### src/rtl/note_sequencer_pkg.sv
// Shared types and defaults for the note sequencer: FSM states and the queued
// command layout.
package seq_pkg;

    localparam int DEF_DEPTH     = 8;
    localparam int DEF_RAMP_STEP = 4;
    localparam int DEF_DUR_W     = 16;

    typedef enum logic [1:0] {
        IDLE,
        ATTACK,
        HOLD,
        RELEASE
    } seq_state_t;

    typedef struct packed {
        logic [15:0]          tune;
        logic [7:0]           vol;
        logic [DEF_DUR_W-1:0] dur;
    } note_cmd_t;

endpackage

### src/rtl/note_sequencer_if.sv
// MCU-side note command bus: valid/ready handshake carrying tune, volume and
// duration of one note.
interface note_sequencer_if #(
    parameter int DUR_W = 16
);
    logic             cmd_valid;
    logic             cmd_ready;
    logic [15:0]      cmd_tune;
    logic [7:0]       cmd_vol;
    logic [DUR_W-1:0] cmd_dur;

    modport master (
        output cmd_valid, cmd_tune, cmd_vol, cmd_dur,
        input  cmd_ready
    );

    modport slave (
        input  cmd_valid, cmd_tune, cmd_vol, cmd_dur,
        output cmd_ready
    );
endinterface

### src/rtl/note_sequencer_fifo.sv
// Single-clock FIFO of note commands; the head entry is presented
// combinationally so the sequencer can decode it on the pop tick.
module note_fifo
    import seq_pkg::*;
#(
    parameter int DEPTH = DEF_DEPTH
) (
    input  logic                     clk,
    input  logic                     reset,
    input  logic                     push,
    input  logic                     pop,
    input  logic                     clear,
    input  note_cmd_t                wdata,
    output note_cmd_t                rdata,
    output logic                     full,
    output logic                     empty,
    output logic [$clog2(DEPTH):0]   level
);

    localparam int AW = $clog2(DEPTH);
    localparam int LW = AW + 1;

    note_cmd_t         mem [DEPTH];
    logic [AW-1:0]     wr_ptr;
    logic [AW-1:0]     rd_ptr;
    logic [LW-1:0]     level_q;
    logic              do_push;
    logic              do_pop;

    assign full  = (level_q == LW'(DEPTH));
    assign empty = (level_q == '0);
    assign level = level_q;
    assign rdata = mem[rd_ptr];

    // A full FIFO may still take a push when the head leaves in the same cycle.
    assign do_pop  = pop && !empty && !clear;
    assign do_push = push && (!full || do_pop) && !clear;

    always_ff @(posedge clk) begin
        if (reset || clear) begin
            wr_ptr  <= '0;
            rd_ptr  <= '0;
            level_q <= '0;
        end else begin
            if (do_push) wr_ptr <= wr_ptr + AW'(1);
            if (do_pop)  rd_ptr <= rd_ptr + AW'(1);
            unique case ({do_push, do_pop})
                2'b10:   level_q <= level_q + LW'(1);
                2'b01:   level_q <= level_q - LW'(1);
                default: level_q <= level_q;
            endcase
        end
    end

    always_ff @(posedge clk) begin
        if (do_push && !reset) mem[wr_ptr] <= wdata;
    end

endmodule

### src/rtl/note_sequencer.sv
// Note sequencer: queues MCU note commands and plays them back-to-back with a
// linear attack/release ramp, advancing only on the wave-generator tick.
module note_sequencer
    import seq_pkg::*;
#(
    parameter int DEPTH     = DEF_DEPTH,
    parameter int DUR_W     = DEF_DUR_W,
    parameter int RAMP_STEP = DEF_RAMP_STEP
) (
    input  logic                     clk,
    input  logic                     reset,
    input  logic                     tick,
    note_sequencer_if.slave          cmd,
    input  logic                     flush,
    output logic [15:0]              tune_word,
    output logic [7:0]               volume,
    output logic                     busy,
    output logic [$clog2(DEPTH):0]   fifo_level,
    output logic                     note_done
);

    seq_state_t        state;
    logic [7:0]        target;
    logic [DUR_W-1:0]  dur_cnt;
    note_cmd_t         wr_entry;
    note_cmd_t         head;
    logic [DUR_W-1:0]  head_dur;
    logic              full;
    logic              empty;
    logic              push;
    logic              pop;
    logic [7:0]        vol_up;
    logic [7:0]        vol_dn;

    // Ramp toward the target in 9 bits so 0xFF + step cannot wrap past it.
    function automatic logic [7:0] ramp_up(input logic [7:0] v, input logic [7:0] tgt);
        logic [8:0] s;
        s = {1'b0, v} + 9'(RAMP_STEP);
        return (s >= {1'b0, tgt}) ? tgt : s[7:0];
    endfunction

    function automatic logic [7:0] ramp_down(input logic [7:0] v);
        logic signed [9:0] d;
        d = $signed({2'b00, v}) - $signed(10'(RAMP_STEP));
        return (d <= 10'sd0) ? 8'd0 : d[7:0];
    endfunction

    always_comb begin
        wr_entry      = '0;
        wr_entry.tune = cmd.cmd_tune;
        wr_entry.vol  = cmd.cmd_vol;
        wr_entry.dur  = DEF_DUR_W'(cmd.cmd_dur);
    end

    assign head_dur      = DUR_W'(head.dur);
    assign cmd.cmd_ready = !reset && !full && !flush;
    assign push          = cmd.cmd_valid && cmd.cmd_ready;
    assign pop           = tick && (state == IDLE) && !empty && !flush;
    assign busy          = (state != IDLE) || !empty;
    assign vol_up        = ramp_up(volume, target);
    assign vol_dn        = ramp_down(volume);

    note_fifo #(
        .DEPTH (DEPTH)
    ) u_fifo (
        .clk   (clk),
        .reset (reset),
        .push  (push),
        .pop   (pop),
        .clear (flush),
        .wdata (wr_entry),
        .rdata (head),
        .full  (full),
        .empty (empty),
        .level (fifo_level)
    );

    always_ff @(posedge clk) begin
        if (reset) begin
            state     <= IDLE;
            tune_word <= '0;
            volume    <= '0;
            target    <= '0;
            dur_cnt   <= '0;
            note_done <= 1'b0;
        end else begin
            note_done <= 1'b0;
            // Flush cuts a sounding note straight to its release, tick or not.
            if (flush && (state == ATTACK || state == HOLD)) begin
                state <= RELEASE;
            end else if (tick) begin
                unique case (state)
                    IDLE: begin
                        if (pop) begin
                            if (head_dur == '0) begin
                                note_done <= 1'b1;
                            end else begin
                                tune_word <= head.tune;
                                target    <= head.vol;
                                dur_cnt   <= head_dur;
                                state     <= ATTACK;
                            end
                        end
                    end
                    ATTACK: begin
                        dur_cnt <= dur_cnt - DUR_W'(1);
                        if (dur_cnt == DUR_W'(1)) begin
                            state <= RELEASE;
                        end else begin
                            volume <= vol_up;
                            if (vol_up == target) state <= HOLD;
                        end
                    end
                    HOLD: begin
                        dur_cnt <= dur_cnt - DUR_W'(1);
                        if (dur_cnt == DUR_W'(1)) state <= RELEASE;
                    end
                    RELEASE: begin
                        volume <= vol_dn;
                        if (vol_dn == 8'd0) begin
                            state     <= IDLE;
                            note_done <= 1'b1;
                        end
                    end
                    default: state <= IDLE;
                endcase
            end
        end
    end

endmodule
### src/flat_wrapper.sv
// flat-port wrapper written by rule: the top's interface ports become plain ports
module note_sequencer_flat import seq_pkg::*;
#(
    parameter int DEPTH     = DEF_DEPTH,
    parameter int DUR_W     = DEF_DUR_W,
    parameter int RAMP_STEP = DEF_RAMP_STEP
)
  (clk, reset, tick, flush, tune_word, volume, busy, fifo_level, note_done, cmd_cmd_valid, cmd_cmd_tune, cmd_cmd_vol, cmd_cmd_dur, cmd_cmd_ready);
  note_sequencer_if #(.DUR_W(DUR_W)) cmd_i ();
  input  logic clk;
  input  logic reset;
  input  logic tick;
  input  logic flush;
  output logic [15:0] tune_word;
  output logic [7:0] volume;
  output logic busy;
  output logic [$clog2(DEPTH):0] fifo_level;
  output logic note_done;
  input wire logic [$bits(cmd_i.cmd_valid)-1:0] cmd_cmd_valid;
  input wire logic [$bits(cmd_i.cmd_tune)-1:0] cmd_cmd_tune;
  input wire logic [$bits(cmd_i.cmd_vol)-1:0] cmd_cmd_vol;
  input wire logic [$bits(cmd_i.cmd_dur)-1:0] cmd_cmd_dur;
  output wire logic [$bits(cmd_i.cmd_ready)-1:0] cmd_cmd_ready;
  assign cmd_i.cmd_valid = cmd_cmd_valid;
  assign cmd_i.cmd_tune = cmd_cmd_tune;
  assign cmd_i.cmd_vol = cmd_cmd_vol;
  assign cmd_i.cmd_dur = cmd_cmd_dur;
  assign cmd_cmd_ready = cmd_i.cmd_ready;
  note_sequencer #(.DEPTH(DEPTH), .DUR_W(DUR_W), .RAMP_STEP(RAMP_STEP)) u_core (.clk(clk), .reset(reset), .tick(tick), .cmd(cmd_i), .flush(flush), .tune_word(tune_word), .volume(volume), .busy(busy), .fifo_level(fifo_level), .note_done(note_done));
endmodule
### config.mk
export PLATFORM = sky130hd
export DESIGN_NAME = note_sequencer_flat
export DESIGN_NICKNAME = d
export VERILOG_FILES = /design/src/rtl/note_sequencer_pkg.sv /design/src/rtl/note_sequencer_if.sv /design/src/rtl/note_sequencer_fifo.sv /design/src/rtl/note_sequencer.sv /design/src/flat_wrapper.sv
export SDC_FILE = /design/constraint.sdc
export NUM_CORES = 1
export LEC_CHECK = 0
export ABC_AREA = 1
export BUFFER_PORTS_ARGS = -buffer_cell sky130_fd_sc_hd__buf_4
export CAP_MARGIN = 20
export CORE_UTILIZATION = 55
export CTS_CLUSTER_SIZE = 20
export DETAILED_ROUTE_END_ITERATION = 6
export MAX_ROUTING_LAYER = met4
export PLACE_DENSITY_LB_ADDON = 0.05
export RECOVER_POWER = 100
export SKIP_CTS_REPAIR_TIMING = 1
export SKIP_LAST_GASP = 1
export SLEW_MARGIN = 20
export SYNTH_ARGS = -nofsm -noshare
export SYNTH_HDL_FRONTEND = slang
export SYNTH_HIERARCHICAL = 1
export SYNTH_SLANG_ARGS = --single-unit
### constraint.sdc
create_clock -name clk -period 4.35 [get_ports clk]
set_clock_uncertainty 0.2 [all_clocks]
set_input_delay 0.87 -clock clk [delete_from_list [all_inputs] [get_ports clk]]
set_output_delay 0.87 -clock clk [all_outputs]
set_load 0.005 [all_outputs]
==> metrics.yaml <==
path_cells: "inv_1, nand3_1, inv_1, nor2_1, nand3_1, inv_1, inv_1, nand4_1, nand3_1, inv_1, nand3_1, nor2_4, clkbuf_2"
cts-htree-levels: 2
slew_viol_final: 0
num_vias: 11400
wirelength_um: 36900
synth_top_area_share_pct: 58.1
path_class: "flop to flop"
drc_errors: 0
area_growth_pct: 12.4
cp_data_required_time_ps: 4300
clock.fmax_ghz: 0.261
synth_fp_nets: 1628
p_leak_nw: 6.71
timing.hold.ws_ps: 286
initial_utilization_pct: 55.8
clk_pin_slew_ps: 60
grt_max_degree: 91
maxSlewHeadroom_pct: 6.73
cts_buffers: 40
ys_warn_count: 6
clkLatencyLatePin_ps: 540
critical_path.max_fanout: 40
post-place-ws_ps: 690
yosysSeqAreaShare_pct: 65.9
rsz0062_at_grt: "no"
gp_congestion: 0.824
fin_crit_ps: 3840
path_common_cell: "inv_1"
dieArea_um2: 30800
cap_viol_max_count: 0
worst_setup_path_start_kind: "flop"
synth.distinct_cells: 48
syn_inst: 1559
cp-end-kind: "flop"
avgRoutedWirePerCell_um: 18.1
synth-edff-count: 320
setup_viol: 0
min_period_over_period_pct: 88.2
grt_pass1_wl_um: 58700
cp_data_arrival_time_ps: 3790
cts_root_buf: "clkbuf_16"
ir_drop_v: 0.000349
ant_nets: 0
status: "complete, no violations"
tns_ps: 0
synth-main-ff-cell: "edfxtp_1"
worst_slack_ps: 514
grt_util_all_layers_pct: 25.2
first_pass_iters: 5
cts_tree: "built"
cpMaxStageDelayCell: "clkbuf_2"
synth_area_um2: 16500
first_global_vias: 10800
fin_total_pwr_mw: 8.88
synth_seq_cells: 384
io_buffer_count: 75
synth_area_leaders: "edfxtp_1, dfxtp_1, nor2_1"
critical-path-max-stage-delay_ps: 1040
ios: 76
grt_overflow: 0
final_nets: 1690
clock_path_buffers: 3
drive_gt1_share_pct: 9.03
nFillCells: 2415
yosysTopAreaCell: "edfxtp_1"
vias_per_cell: 5.57
post-dp-hpwl_um: 21800
antenna_found_initial: 1
r2r_slack_ps: 510
power_density_nw_per_um2: 478
fp.dieW_um: 175
first_iter_violations: 895
min_path_type: "flop to flop"
core_area_um2: 29600
rows: 63
die_y_um: 175
worst_slew_pin_slew_ps: 1400
async_reset_ff_share_pct: 0
hold_viol: 0
syn_area_per_cell_um2: 10.6
cts.sinks: 384
## worst paths after layout
path	from	to	cells after the start
max	u_core/u_fifo/level[3]	u_core/u_fifo/mem[7][28]	13
min	u_core/dur_cnt[13]	u_core/dur_cnt[13]	2
max reg2reg	u_core/u_fifo/level[3]	u_core/u_fifo/mem[7][28]	13
min reg2reg	u_core/dur_cnt[13]	u_core/dur_cnt[13]	2
## power by group
group          switching, mW  internal, mW
combinational          0.909         0.456
clock                   1.41          1.99
sequential            0.0789          4.04
## cells in the final DEF (no fill, tap or decap), drive strengths merged, types with 6 or more instances in the layout
cell type / synthesis / final
nor4: 6 / 6
buf: 49 / 26
a21oi: 40 / 40
clkinv: 1 / 11
ha: 23 / 23
nand4: 25 / 25
nor3: 7 / 7
o21ai: 298 / 298
a31oi: 15 / 15
nor2: 318 / 318
nand2: 218 / 218
nand3: 21 / 21
dfxtp: 64 / 64
clkbuf: 35 / 132
o211ai: 11 / 11
inv: 72 / 74
edfxtp: 320 / 320
xor2: 12 / 12
## kinds of logic (layout without fill, tap and decap cells)
group           Yosys count  after routing  synth area share [%]
compound gates          377            377                  12.1
xor+xnor                 15             15                 0.886
fa+ha+maj                24             24                  1.86
simple gates            602            602                  14.8
other cells               0              1                     0
buf+inv                 157            248                  4.48
flops                   384            384                  65.9
## registers in the layout (all words and copies together), names as in the netlist, named ones only
signal	flops
u_core/u_fifo/level	4
u_core/note_done	1
u_core/state	2
u_core/dur_cnt	16
u_core/target	8
u_core/u_fifo/rd_ptr	3
u_core/tune_word	16
u_core/volume	8
u_core/u_fifo/mem	320
u_core/u_fifo/wr_ptr	3
## per-layer routing
layer | share of wire (%) | GRT usage (%) | wire length, µm
met2 | 48 | 41.2 | 17800
met5 | 0 | - | 0
met4 | 2.1 | 7.21 | 787
met3 | 5.0 | 3.27 | 1830
met1 | 45 | 33.4 | 16500
## synthesized netlist by cell type, drive strengths merged (2+ instances only)
library cell and instances:
inv 72, xor2 12, nand2 218, xnor2 3, a31oi 15, ha 23
nor4 6, nand4 25, clkbuf 35, o21a 2, a21oi 40, nand3b 2
nor3 7, nand3 21, o21ai 298, a211oi 2, dfxtp 64, or2 2
o211ai 11, buf 49, nor2 318, a221oi 2, edfxtp 320, o221ai 3
## final cells by class
cell class,count,area (µm²),share of cell area (%)
inverter,73,277,1.49
clock buffer,54,1110,6.00
sequential,384,10900,58.7
timing repair buffer,104,659,3.55
clock inverter,17,189,1.02
tap,390,488,2.63
antenna,1,2.50,0.0135
multi-input combinational,1018,4940,26.6
## critical path, delay by kind of cell (launching register included)
family | cells | cell delay [ps]
buf+inv | 6 | 1530
simple gates | 7 | 1190
flops | 1 | 480
## per-stage QoR
| step | utilization [%] | area (µm²) | std cells |
|---|---|---|---|
| finish | 62.7 | 18600 | 2041 |
| global route | 62.7 | 18600 | 2041 |
| CTS | 63.5 | 18800 | 2040 |
| detailed placement | 59.1 | 17500 | 1969 |
| global placement | 59.1 | 17500 | 1969 |
| floorplan | - | 16500 | 1559 |
Power figures use the tool's default switching activity.
